==> src/rtl/uart_pkg.sv <==
// uart_pkg: shared types and constants for the UART transmit scheduler
package uart_pkg;
  localparam int DATA_W = 8;
  localparam int DEFAULT_TIMEOUT = 65536;
  typedef enum logic [1:0] {IDLE, START, WAIT} sched_state_t;
endpackage

==> src/rtl/rr_arbiter.sv <==
// rr_arbiter: combinational round-robin pick, searching upward from ptr_i with wrap-around
// req_i  request vector
// ptr_i  index with highest priority
// gnt_o  one-hot grant, zero when no request
// idx_o  index of the granted request, zero when none
module rr_arbiter #(
  parameter int N = 4
) (
  input  logic [N-1:0]         req_i,
  input  logic [$clog2(N)-1:0] ptr_i,
  output logic [N-1:0]         gnt_o,
  output logic [$clog2(N)-1:0] idx_o
);
  localparam int IW = $clog2(N);
  always_comb begin
    gnt_o = '0;
    idx_o = '0;
    // walk from lowest to highest priority so the nearest request overwrites the rest
    for (int k = N - 1; k >= 0; k--) begin
      if (req_i[(int'(ptr_i) + k) % N]) begin
        gnt_o = '0;
        gnt_o[(int'(ptr_i) + k) % N] = 1'b1;
        idx_o = IW'((int'(ptr_i) + k) % N);
      end
    end
  end
endmodule

==> src/rtl/uart_tx_sched.sv <==
// uart_tx_sched: round-robin scheduler sharing one uart_tx among N_REQ byte producers
// req_valid/req_data/req_ready  per-requester byte handshake, one-hot ready
// req_done                      one-cycle pulse when the granted byte left the line
// grant_id, sched_busy          current/last grant and non-idle indication
// err_timeout, err_clr          sticky watchdog error and its clear
// tx_start/tx_data/tx_busy/tx_done  uart_tx interface
module uart_tx_sched #(
  parameter int N_REQ       = 4,
  parameter int DATA_W      = uart_pkg::DATA_W,
  parameter int TIMEOUT_CYC = uart_pkg::DEFAULT_TIMEOUT,
  parameter int CNT_W       = 17
) (
  input  logic                     clk,
  input  logic                     rst,
  input  logic [N_REQ-1:0]         req_valid,
  input  logic [N_REQ*DATA_W-1:0]  req_data,
  output logic [N_REQ-1:0]         req_ready,
  output logic [N_REQ-1:0]         req_done,
  output logic [$clog2(N_REQ)-1:0] grant_id,
  output logic                     sched_busy,
  output logic                     err_timeout,
  input  logic                     err_clr,
  output logic                     tx_start,
  output logic [DATA_W-1:0]        tx_data,
  input  logic                     tx_busy,
  input  logic                     tx_done
);
  import uart_pkg::*;
  localparam int IW = $clog2(N_REQ);
  sched_state_t state_q, state_d;
  logic [IW-1:0] rr_q, rr_d, gid_q, gid_d, arb_idx, rr_next;
  logic [N_REQ-1:0] arb_gnt, done_q, done_d;
  logic [DATA_W-1:0] data_q, data_d;
  logic [CNT_W-1:0] wd_q, wd_d;
  logic err_q, err_d, timeout;
  rr_arbiter #(.N(N_REQ)) u_arb (
    .req_i (req_valid),
    .ptr_i (rr_q),
    .gnt_o (arb_gnt),
    .idx_o (arb_idx)
  );
  // fires on the last of TIMEOUT_CYC cycles spent in WAIT
  assign timeout     = (TIMEOUT_CYC != 0) && (wd_q == CNT_W'(TIMEOUT_CYC - 1));
  assign rr_next     = IW'((int'(gid_q) + 1) % N_REQ);
  assign req_ready   = (state_q == IDLE && !tx_busy && !rst) ? arb_gnt : '0;
  assign tx_start    = state_q == START;
  assign sched_busy  = state_q != IDLE;
  assign tx_data     = data_q;
  assign grant_id    = gid_q;
  assign req_done    = done_q;
  assign err_timeout = err_q;
  always_comb begin
    state_d = state_q;
    rr_d    = rr_q;
    gid_d   = gid_q;
    data_d  = data_q;
    wd_d    = wd_q;
    done_d  = '0;
    err_d   = err_clr ? 1'b0 : err_q;
    case (state_q)
      IDLE: begin
        if (|req_valid && !tx_busy) begin
          state_d = START;
          gid_d   = arb_idx;
          data_d  = req_data[arb_idx*DATA_W +: DATA_W];
        end
      end
      START: begin
        wd_d    = '0;
        state_d = WAIT;
      end
      WAIT: begin
        wd_d = wd_q + 1'b1;
        // a completion on the timeout cycle takes precedence over the error
        if (tx_done) done_d[gid_q] = 1'b1;
        else if (timeout) err_d = 1'b1;
        if (tx_done || timeout) begin
          state_d = IDLE;
          rr_d    = rr_next;
        end
      end
      default: state_d = IDLE;
    endcase
  end
  always_ff @(posedge clk or posedge rst) begin
    if (rst) begin
      state_q <= IDLE;
      rr_q    <= '0;
      gid_q   <= '0;
      data_q  <= '0;
      wd_q    <= '0;
      done_q  <= '0;
      err_q   <= 1'b0;
    end else begin
      state_q <= state_d;
      rr_q    <= rr_d;
      gid_q   <= gid_d;
      data_q  <= data_d;
      wd_q    <= wd_d;
      done_q  <= done_d;
      err_q   <= err_d;
    end
  end
endmodule

==> config.mk <==
export PLATFORM = sky130hd
export DESIGN_NAME = uart_tx_sched
export DESIGN_NICKNAME = d
export VERILOG_FILES = /design/src/rtl/uart_pkg.sv /design/src/rtl/rr_arbiter.sv /design/src/rtl/uart_tx_sched.sv
export SDC_FILE = /design/constraint.sdc
export NUM_CORES = 1
export LEC_CHECK = 0
export ABC_AREA = 1
export CAP_MARGIN = 20
export CORE_ASPECT_RATIO = 1.1
export CORE_MARGIN = 3
export CORE_UTILIZATION = 46
export DETAILED_ROUTE_END_ITERATION = 16
export PLACE_DENSITY = 0.8
export REMOVE_ABC_BUFFERS = 1
export SYNTH_ARGS = -nofsm -noshare
export SYNTH_HDL_FRONTEND = slang
export SYNTH_SLANG_ARGS = --single-unit
==> constraint.sdc <==
create_clock -name clk -period 1.9 [get_ports clk]
set_input_delay 0.19 -clock clk [delete_from_list [all_inputs] [get_ports clk]]
set_output_delay 0.19 -clock clk [all_outputs]
set_load 0.05 [all_outputs]
==> flow_summary_export.csv, run 1 <==
group,metric,value,unit
detailed_routing,drt_iter0_markers,189,
pwr,leakage,1.99,nW
detailed_routing,drc,0,
critical_path,r2r_start,"rr_q[0]",
clock_tree,cts_tree,"built",
timing,skew,0.00732,ns
timing,fmax,0.468,GHz
timing,slew_viol_final,0,
grt,grt_max_degree,37,
yosys,synth-main-ff-cell,"dfrtp_1",
yosys,synth_top_area_cell,"dfrtp_1",
floorplan,die_w,77.9,um
critical_path,cp-end-kind,"register",
clock_tree,h-tree-depth,2,
pwr,power_density,1780,nW/um^2
critical_path,cp_max_fo,6,
outcome,violations,"negative setup slack",
timing,period_share,1.12,
clock_tree,cts.sinks,36,
detailed_routing,via_per_inst,5.05,
floorplan,ioPinCount,62,
floorplan,fp.dieH,85.1,um
grt,antenna_found_initial,0,
pwr,peakVddDrop,737,uV
critical_path,r2r_cells,17,
timing,hold_ws,0.334,ns
critical_path,cp.depth,17,
timing,tightest_slew,0.622,ns
critical_path,path_class,"register to register",
critical_path,path_cells,"inv_6, ha_4, inv_4, nand3_4, nand2_4, inv_4, buf_6, nand2_2, nand2_2, nand2_4, buf_12, nand2_8, nand2_1, nand3_1, nand2_1, nand2_1, nand2_1",
critical_path,cp.required,2.13,ns
yosys,seq_area_frac_synth,0.344,
critical_path,cpPeakStageDelay,0.45,ns
yosys,syn_area_per_cell,7.16,um^2
yosys,netlist_area,2620,um^2
detailed_routing,via_count,2766,
clock_tree,cts_made_buffers,5,
grt,grt-ovfl-total,0,
yosys,synth_warnings,0,
yosys,synth_seq_cells,36,
yosys,synth_edf_count,0,
critical_path,timing.rr.end,"tx_data[0]",
clock_tree,cts_buffer_depth,2,
yosys,netlist_instances,365,
critical_path,critPathMostFrequentCell,"nand2_1",
place,pre_cts_slack,-0.108,ns
critical_path,r2r_slack,-0.24,ns
yosys,synthTopCellsByCount,"84 x nand2_1, 60 x inv_1, 41 x nand3_1",
hold_path,hp-class,"input pin to async pin",
yosys,synth_area_leaders,"dfrtp_1 34%, nand2_1 12%, inv_1 8.6%",
critical_path,crit_buf_inv,5,
clock_tree,clk_latency,0.29,ns
detailed_routing,drt-total-wl,7.82,mm
detailed_routing,firstDrtPassIters,4,
clock_tree,cts_root_buf,"clkbuf_8",
place,gp_congestion,0.938,
layout,drive_gt1_frac,0.290,
critical_path,cp-start-kind,"register",
grt,grt_usage,0.241,
layout,nets,530,
layout,final-seq-area,902,um^2
layout,syn_to_final_growth,56.4,%
place,port_buffers,61,
floorplan,die_area,6630,um^2
critical_path,setup.worst_path.start,"rr_q[0]",
grt,grt_pass1_vias,2753,
layout,nFillCells,346,
critical_path,cp.arrival,2.36,ns
critical_path,critical-path-top-delay-family,"simple AND/OR/NAND/NOR gates",
flow_run,cap_violations,0,
timing,fin_crit,2.14,ns
yosys,synth_top_area_frac,0.344,
timing,slew_headroom,0.584,
floorplan,initial_core_util,0.482,
timing,final-hold-violation-count,0,
timing,grt_setup_unrepaired,"true",
yosys,synth_cell_types,33,
critical_path,cp_slowest_cell,"dfrtp_2",
place,hpwlAfterDp,4.78,mm
yosys,synthArstFlopShare,1.00,
floorplan,rows,28,
layout,multi_input_area,1690,um^2
detailed_routing,drt-wirelength-per-cell,14.3,um
grt,grt_pass1_wl,13.0,mm
detailed_routing,ant_nets,0,
floorplan,coreArea,5430,um^2
clock_tree,cts.clk_slew.worst_paths,0.07,ns
outcome,status,"finished with violations",
timing,finalSetupViolCount,13,
timing,layout_setup_ws,-0.237,ns
yosys,yosysMostFrequentCell,"nand2_1",
layout,num_antenna_cells,0,
through the flow:
step / power [W] / util / instances / TNS, ns / instance area, um^2
2_1_floorplan: 0.00372 / - / 358 / -4.86 / 2550
5_1_grt: 0.00778 / 0.753 / 548 / -2.71 / 4090
3_5_place_dp: 0.00511 / 0.640 / 517 / -1.09 / 3480
6_report: 0.00726 / 0.753 / 548 / -1.48 / 4090
3_3_place_gp: 0.00503 / 0.640 / 517 / -0.532 / 3480
4_1_cts: 0.00670 / 0.720 / 543 / -1.13 / 3910
flip-flops by register name, summed over array words and instances (netlist names):
register / cells
wd_q: 17
tx_data: 8
req_done: 4
grant_id: 2
rr_q: 2
state_q: 2
err_timeout: 1
power by group:
part	switching, W	internal [W]
logic	0.00331	0.00237
registers	0.000126	0.000941
clock network	0.000267	0.000255
logic make-up (layout without fill, tap and decap cells):
kind of cell / Yosys count / in the layout / synth area share
AOI/OAI and AO/OA: 43 / 43 / 0.0885
DFF: 36 / 36 / 0.344
buffers and inverters: 72 / 178 / 0.119
adders and majority gates: 17 / 17 / 0.0813
and+or+nand+nor: 197 / 199 / 0.367
layer usage:
layer  GRT usage  routed length (um)  vias to the layer above
met5           0                   0                        -
met4      0.0604                 106                        0
met3      0.0456                 450                       10
met2       0.425                4000                       88
met1       0.304                3270                     1283
li1            -                   -                     1385
worst max-delay path by stage:
stage / endpoint / slack (ns)
2_1_floorplan: req_ready[3] / -0.64
3_3_place_gp: req_ready[3] / -0.06
3_5_place_dp: req_ready[3] / -0.11
4_1_cts: req_ready[1] / -0.19
5_1_grt: tx_data[0] / -0.31
6_report: tx_data[0] / -0.24
worst reg2reg max path, stage by stage (launching register included):
cell     delay, ns
dfrtp_2       0.45
inv_6         0.08
ha_4          0.21
inv_4         0.07
nand3_4       0.07
nand2_4       0.10
inv_4         0.05
buf_6         0.12
nand2_2       0.06
nand2_2       0.06
nand2_4       0.12
buf_12        0.15
nand2_8       0.07
nand2_1       0.09
nand3_1       0.12
nand2_1       0.13
nand2_1       0.06
nand2_1       0.07
area by class of cell:
class	count	area share
clock buffer	5	0.0168
sequential	36	0.221
multi-input combinational	259	0.414
clock inverter	3	0.00459
inverter	65	0.0633
timing repair buffer	105	0.258
tap	75	0.0229
layout by cell type, fill, tap and decap left out, types with 2 or more instances in the layout:
master / instances
buf_8: 2
nand3_1: 30
ha_4: 2
nor3b_1: 2
dfrtp_1: 35
inv_4: 4
nand3_2: 12
nor2_2: 3
nand2_2: 24
nand2_4: 7
nand3b_1: 8
inv_2: 4
o21ai_1: 3
a21oi_2: 3
ha_1: 14
o211ai_1: 2
buf_6: 4
nand4_1: 2
nor2_1: 23
clkbuf_16: 2
inv_1: 56
o21ai_2: 2
o21ai_0: 13
clkdlybuf4s50_1: 54
buf_4: 37
nor3_1: 5
nand2_1: 72
buf_12: 4
a21oi_1: 13
nand3_4: 3
clkbuf_8: 5
nand2_8: 4
clkinv_2: 2
what timing repair did:
action | CTS | global route
cloned | 4 | 0
endpoints found under the setup margin | 14 | 21
hold buffers | 0 | 0
pin swaps | 16 | 17
resized for setup | 39 | 42
buffers inserted | 14 | 5
No activity file was read; power rests on OpenSTA's default activity.
==> run 2, diff against run 1 <==
Settings changed: PLACE_DENSITY 0.8 to 0.78.
==> run 2 against run 1 <==
The flow still finishes with violations (negative setup slack). Sequential share of layout area increased by 0.58 points. Hold slack got worse by 0.0030 ns. Worst setup slack gained 0.013 ns. Flip-flop and latch count unchanged. Count of clock-buffer cells in the layout did not move. Largest cell class unchanged. Combinational power is 5.3% lower. Non-clock buffer count decreased by 4. Wire length down 1.5%. Sequential power about the same.
==> flow_summary_export.csv, run 2 (synthesis results as in run 1) <==
group,metric,value,unit
critical_path,cp-end-kind,"output pin",
layout,num_antenna_cells,0,
grt,grt_max_degree,37,
critical_path,cpPeakStageDelay,0.40,ns
timing,skew,0.00311,ns
critical_path,cp_slowest_cell,"dfrtp_2",
floorplan,fp.dieH,85.1,um
grt,met3_usage,0.0403,
critical_path,cp.required,1.71,ns
place,gp_congestion,0.897,
clock_tree,clk_latency,0.29,ns
grt,grt_busiest_layer,"met2",
detailed_routing,drc,0,
layout,final_common_cell,"nand2_1",
timing,slew_headroom,0.633,
pwr,total_power,0.00710,W
floorplan,ioPinCount,62,
clock_tree,cts_buffer_depth,2,
outcome,status,"finished with violations",
floorplan,die_w,77.9,um
clock_tree,h-tree-depth,2,
timing,fmax,0.471,GHz
pwr,power_density,1780,nW/um^2
place,port_buffers,61,
layout,nFillCells,392,
flow_run,cap_violations,0,
layout,syn_to_final_growth,52.4,%
timing,final-hold-violation-count,0,
pwr,seqPwrFrac,0.149,
critical_path,cp_max_fo,3,
pwr,sw_frac_of_total,0.503,
timing,slew_viol_final,0,
clock_tree,cts_root_buf,"clkbuf_8",
outcome,violations,"negative setup slack",
layout,layout_common_cells,"80 x nand2_1, 58 x inv_1, 54 x clkdlybuf4s50_1",
place,placed_area,3490,um^2
critical_path,cp.arrival,1.93,ns
place,dp.cells,519,
detailed_routing,via_count,2740,
clock_tree,cts.sinks,36,
timing,finalSetupViolCount,13,
grt,grt-ovfl-total,0,
pwr,p_comb_frac,0.756,
timing,period_share,1.12,
pwr,leakage,1.93,nW
layout,nets,525,
hold_path,hp-class,"input pin to async pin",
timing,fin_crit,2.12,ns
pwr,power_frac_clock,0.095,
clock_tree,cts_tree,"built",
detailed_routing,drt-wirelength-per-cell,14.2,um
detailed_routing,firstDrtPassIters,4,
critical_path,r2r_slack,-0.19,ns
layout,drive_gt1_frac,0.239,
clock_tree,cts_made_buffers,5,
grt,met1_usage,0.271,
pwr,peakVddDrop,871,uV
floorplan,coreArea,5430,um^2
layout,finalNonFillerCells,543,
pwr,power.switching,0.00357,W
critical_path,setup.worst_path.start,"rr_q[0]",
detailed_routing,via_per_inst,5.05,
critical_path,timing.rr.end,"tx_data[5]",
critical_path,path_cells,"clkinv_4, ha_4, inv_4, nand2_4, nand2_4, nand2_4, o22ai_2, nand2_2, a31oi_4, buf_12",
detailed_routing,ant_nets,0,
timing,grt_setup_unrepaired,"true",
place,pre_cts_slack,-0.118,ns
timing,tightest_slew,0.549,ns
detailed_routing,drt_iter0_markers,128,
pwr,internal-power,0.00353,W
grt,grt_pass1_wl,11.9,mm
grt,antenna_found_initial,0,
floorplan,initial_core_util,0.482,
layout,top_register,"wd_q",
grt,grt_pass1_vias,2673,
critical_path,path_class,"register to output pin",
critical_path,r2r_start,"rr_q[0]",
place,hpwlAfterDp,4.94,mm
timing,layout_setup_ws,-0.224,ns
layout,largest_reg_flops,17,
grt,gr-usage-met2,0.391,
floorplan,rows,28,
layout,finalInstanceArea,3990,um^2
floorplan,die_area,6630,um^2
clock_tree,cts.clk_slew.worst_paths,0.07,ns
critical_path,cp-start-kind,"register",
critical_path,r2r_cells,17,
critical_path,critPathMostFrequentCell,"nand2_4",
detailed_routing,drt-total-wl,7.71,mm
grt,grt_usage,0.222,
run 2: how the worst max path moves through the flow:
stage / end / depth (start not counted)
finish: req_ready[2] / 10
CTS: req_ready[3] / 9
floorplan: req_ready[3] / 9
global route: req_ready[2] / 10
detailed placement: tx_data[2] / 13
global placement: tx_data[7] / 13
run 2: per-layer routing:
layer | vias to the layer above | part of all wire
met5 | - | 0
met4 | 0 | 0.019
met3 | 14 | 0.056
met2 | 81 | 0.52
met1 | 1279 | 0.41
li1 | 1366 | -
run 2: through the flow:
stage,hold WS [ns],util,setup TNS [ns]
finish,0.331,0.734,-2.15
global route,0.389,0.734,-3.42
CTS,0.336,0.705,-1.74
detailed placement,0.471,0.643,-1.09
global placement,0.460,0.643,-0.742
floorplan,0.286,-,-4.86
run 2: repair_timing:
item,4_1_cts,5_1_grt
gates resized for setup,23,33
setup buffers,9,5
hold buffers,0,0
setup endpoints to repair,15,20
pin swaps,6,28
gates cloned,2,0
run 2: layout make-up:
| cell class | count | area (um^2) | share of cell area |
|---|---|---|---|
| Clock buffer | 5 | 68.8 | 0.0173 |
| Sequential cell | 36 | 902 | 0.226 |
| Clock inverter | 3 | 42.5 | 0.0107 |
| Timing Repair Buffer | 101 | 1040 | 0.260 |
| Inverter | 65 | 260 | 0.0653 |
| Tap cell | 75 | 93.8 | 0.0235 |
| Multi-Input combinational cell | 258 | 1580 | 0.397 |
run 2: power groups by stage:
stage | logic, W | clock network, W | registers (W)
floorplan | 0.00225 | 0 | 0.00147
global placement | 0.00399 | 0 | 0.00106
detailed placement | 0.00406 | 0 | 0.00107
CTS | 0.00477 | 0.000698 | 0.00106
global route | 0.00575 | 0.000728 | 0.00108
finish | 0.00537 | 0.000672 | 0.00106
run 2: worst max-delay path, delay by kind of cell, from the launching register on:
kind	cells	cell delay, ns
flip-flops	1	0.40
adder cells (fa/ha/maj)	1	0.27
buffers and inverters	3	0.32
AND/OR/NAND/NOR	4	0.30
AO/OA/AOI/OAI	2	0.36
==> RTL change 1 (settings of run 1) <==
Change the parameter `N_REQ` from 4 to 2.
--- a/src/rtl/uart_tx_sched.sv
+++ b/src/rtl/uart_tx_sched.sv
@@ -7,3 +7,3 @@
 module uart_tx_sched #(
-  parameter int N_REQ       = 4,
+  parameter int N_REQ       = 2,
   parameter int DATA_W      = uart_pkg::DATA_W,
Interface: changed (5 resized); port bits go from 62 to 39. No check against the original RTL was run, so the function may have changed too.
==> RTL change 1 against run 1 <==
Setup slack improved by 0.36 ns; area after synthesis down 35%; wire length down 53%; design area down 46%; sequential cell count is 4 lower; total power shrank 62%; critical path depth is 12 lower; clock skew is 0.00070 ns lower.
==> RTL change 1: results <==
metrics = {
    "run_status": {
        "status": "completed",
    },
    "logic_synthesis": {
        "ys_top_cells_by_area": "dfrtp_1, nand2_1, inv_1",
        "synth_adder_area_share_pct": 4.44,
        "synth_cells": 217,
        "yosysUniqueCellTypes": 25,
        "ys_seq_area_share_pct": 47.3,
        "synth_common_cells": "nand2_1, inv_1, nor2_1",
        "ys_warn_count": 0,
        "synth-compound-area-share_pct": 14.0,
    },
    "power_and_ir_drop": {
        "combPwrFrac_pct": 52.2,
        "comb-power_w": 0.00146,
        "p_int_w": 0.00150,
        "ir_worst_vdd_mv": 0.674,
        "power_frac_clock_pct": 14.4,
        "p_leak_nw": 1.01,
    },
    "setup_path": {
        "critPathMaxStageDelay_ns": 0.41,
        "crit_arrival_ns": 1.58,
        "crit_family": "flip-flops",
    },
    "global_route": {
        "grt_pass1_wl_mm": 6.61,
        "grt_max_degree": 22,
        "grt.total_usage_pct": 18.7,
        "use_met3_pct": 4.86,
        "grtUsageMet2_pct": 30.7,
        "grt_util_met1_pct": 23.3,
    },
    "sta": {
        "skew_ns": 0.00661,
    },
    "cts": {
        "root_buffer": "clkbuf_4",
        "cts.clk_slew.worst_paths_ns": 0.09,
        "clk_latency_ns": 0.33,
    },
    "drt": {
        "vias": 1515,
        "met2_length_mm": 1.84,
        "met1_length_mm": 1.60,
        "first_iter_violations": 66,
        "drtPass1Iterations": 5,
        "wl_mm": 3.66,
        "wl_met3_um": 173,
    },
    "final_layout": {
        "drive_above_1_share_pct": 9.09,
        "nets": 292,
        "final_cells": 312,
    },
    "placement": {
        "portBuffers": 38,
        "place_congestion": 0.901,
        "pre_cts_slack_ns": 0.179,
        "dp_hpwl_mm": 2.83,
        "post-place-cells": 304,
        "placed_area_um2": 2160,
    },
}
-- RTL change 1: cell count changes after synthesis, sizes merged, moves of 9 or more --
cell   delta
nor2     +13
nand3    -36
a21oi     -9
nand2    -65
inv      -26
ha       -11
-- RTL change 1: what timing repair did --
item	CTS	global route
resized for setup	0	1
buffers inserted	0	0
setup endpoints to repair	0	1
-- RTL change 1: area by class of cell --
cell class                 instances  area (µm²)
fill                             302        1220
sequential                        32         801
multi-input combinational        145         743
timing repair buffer              41         418
inverter                          38         143
tap                               48        60.1
clock buffer                       8        58.8
-- RTL change 1: worst paths after layout --
check / start / endpoint / slack [ns] / depth (start not counted)
setup / recovery: state_q[1] / req_ready[0] / 0.13 / 5
hold / removal: rst / err_timeout / 0.21 / 2
setup reg to reg: state_q[0] / wd_q[8] / 0.15 / 7
hold reg to reg: grant_id / req_done[0] / 0.48 / 1
max in group asynchronous: rst / wd_q[7] / 1.21 / 3
min in group clk: err_clr / err_timeout / 0.42 / 2
==> RTL change 2 (config.mk and constraints of run 1) <==
Without the edit above. Make the reset (`rst`) synchronous in one clocked block.
--- a/src/rtl/uart_tx_sched.sv
+++ b/src/rtl/uart_tx_sched.sv
@@ -84,3 +84,3 @@
   end
-  always_ff @(posedge clk or posedge rst) begin
+  always_ff @(posedge clk) begin
     if (rst) begin
Function: not settled (the Yosys comparison gave no result); the edit may change what the design does.
==> RTL change 2 against run 1 <==
Area after synthesis decreased by 4.8%; setup slack better by 0.0090 ns; highest routed layer unchanged; wire length shrank 2.1%; design area fell by 3.8%; critical path depth decreased by 5; the run still ends with negative setup slack left; sequential cell count unchanged.
Power is not compared: it rests on default switching activity, and its combinational part moved more than twofold at a synthesized area within 25%.
==> RTL change 2: results <==
metrics = {
    "cts": {
        "root_buffer": "clkbuf_8",
        "htree_levels": 2,
        "numCtsBuffers": 5,
        "clk_latency_ns": 0.29,
    },
    "setup_path": {
        "crit_slowest_cell": "dfxtp_2",
        "crit_fanout": 3,
        "r2r_start": "wd_q[1]",
        "endpoint": "req_ready[1]",
        "worstReg2RegEnd": "state_q[0]",
        "r2r_setup_slack_ns": -0.09,
        "crit_arrival_ns": 1.94,
        "crit_family": "compound AO/OA/AOI/OAI gates",
        "crit_start": "rr_q[0]",
        "critPathMaxStageDelay_ns": 0.36,
        "r2r_cells": 10,
    },
    "logic_synthesis": {
        "synth_adder_area_share_pct": 8.54,
        "synth_top_flop_cell": "dfxtp_1",
        "synthArstFlopShare_pct": 0,
        "yosysUniqueCellTypes": 34,
        "synthXorXnorAreaFrac_pct": 0.704,
        "ys_warn_count": 0,
        "ys_top_cells_by_area": "dfxtp_1, inv_1, nand2_1",
        "synth-compound-area-share_pct": 10.8,
        "synthMuxAreaShare_pct": 0,
        "ys_seq_area_share_pct": 28.9,
        "synth_common_cells": "inv_1, nand2_1, nand3_1",
    },
    "sta": {
        "whs_ns": 0.459,
        "max-slew-margin-rel_pct": 65.0,
        "setup_viol": 7,
        "skew_ns": 0.00609,
        "tns_ns": -1.02,
        "setup_ws_ns": -0.228,
    },
    "hold_path": {
        "min_path_type": "input port to flop",
    },
    "drt": {
        "routed_via_density": 5.20,
        "drtPass1Iterations": 7,
        "first_iter_violations": 118,
        "wl_mm": 7.66,
    },
    "final_layout": {
        "drive_above_1_share_pct": 25.9,
        "nets": 536,
        "n_fill_cell": 358,
    },
    "global_route": {
        "grt_max_degree": 18,
        "grt_pass1_wl_mm": 11.5,
        "grt_pass1_vias": 2639,
        "grt.total_usage_pct": 21.4,
    },
    "run_status": {
        "violations": "negative setup slack",
        "status": "finished, violations left",
    },
    "placement": {
        "place_congestion": 0.951,
        "dp_hpwl_mm": 5.05,
    },
}
==> RTL change 2: changes by cell type in the layout (fill, tap and decap cells not counted), moves of 4 or more <==
cell / delta
nor2_1: +14
o21ai_0: -4
nand2_2: -15
dfxtp_2: +4
a211oi_1: +4
dfrtp_1: -35
inv_1: +12
nand2_1: -18
buf_4: +4
nand3_1: +6
dfxtp_1: +32
==> RTL change 2: logic make-up after synthesis <==
family,Yosys count
xor+xnor,2
compound gates,46
simple gates,184
flops,36
fa+ha+maj,17
buf+inv,84
==> RTL change 2: area by class of cell <==
type,count,share of cell area (%)
Multi-Input combinational cell,251,41.9
Timing Repair Buffer,107,26.8
Sequential cell,36,18.4
Inverter,77,7.76
Tap cell,72,2.29
Clock buffer,5,1.75
Clock inverter,3,1.08
==> RTL change 2: timing repair <==
item,CTS,global route
buffers inserted,6,12
pin swaps,10,22
cloned,0,3
gates resized for setup,28,34
setup endpoints to repair,16,24
==> RTL change 2: through the flow <==
stage	cells	setup WS (ns)	area (µm²)
after floorplan	362	-1.01	2440
after global placement	525	-0.132	3430
after detailed placement	525	-0.218	3430
after CTS	539	-0.192	3690
after global routing	551	-0.316	3940
final	551	-0.228	3940
==> RTL change 2: layer usage <==
layer / global-route usage (%) / wire [µm]
met5: 0 / 0
met4: 5.44 / 121
met3: 3.58 / 341
met2: 40.0 / 4030
met1: 25.2 / 3170
==> RTL change 2: power by group through the flow <==
stage          combinational, W  sequential (W)  clock [W]
2_1_floorplan           0.00112         0.00113          0
3_3_place_gp            0.00205        0.000917          0
3_5_place_dp            0.00210        0.000919          0
4_1_cts                 0.00228        0.000904   0.000689
5_1_grt                 0.00282        0.000920   0.000716
6_report                0.00263        0.000909   0.000688
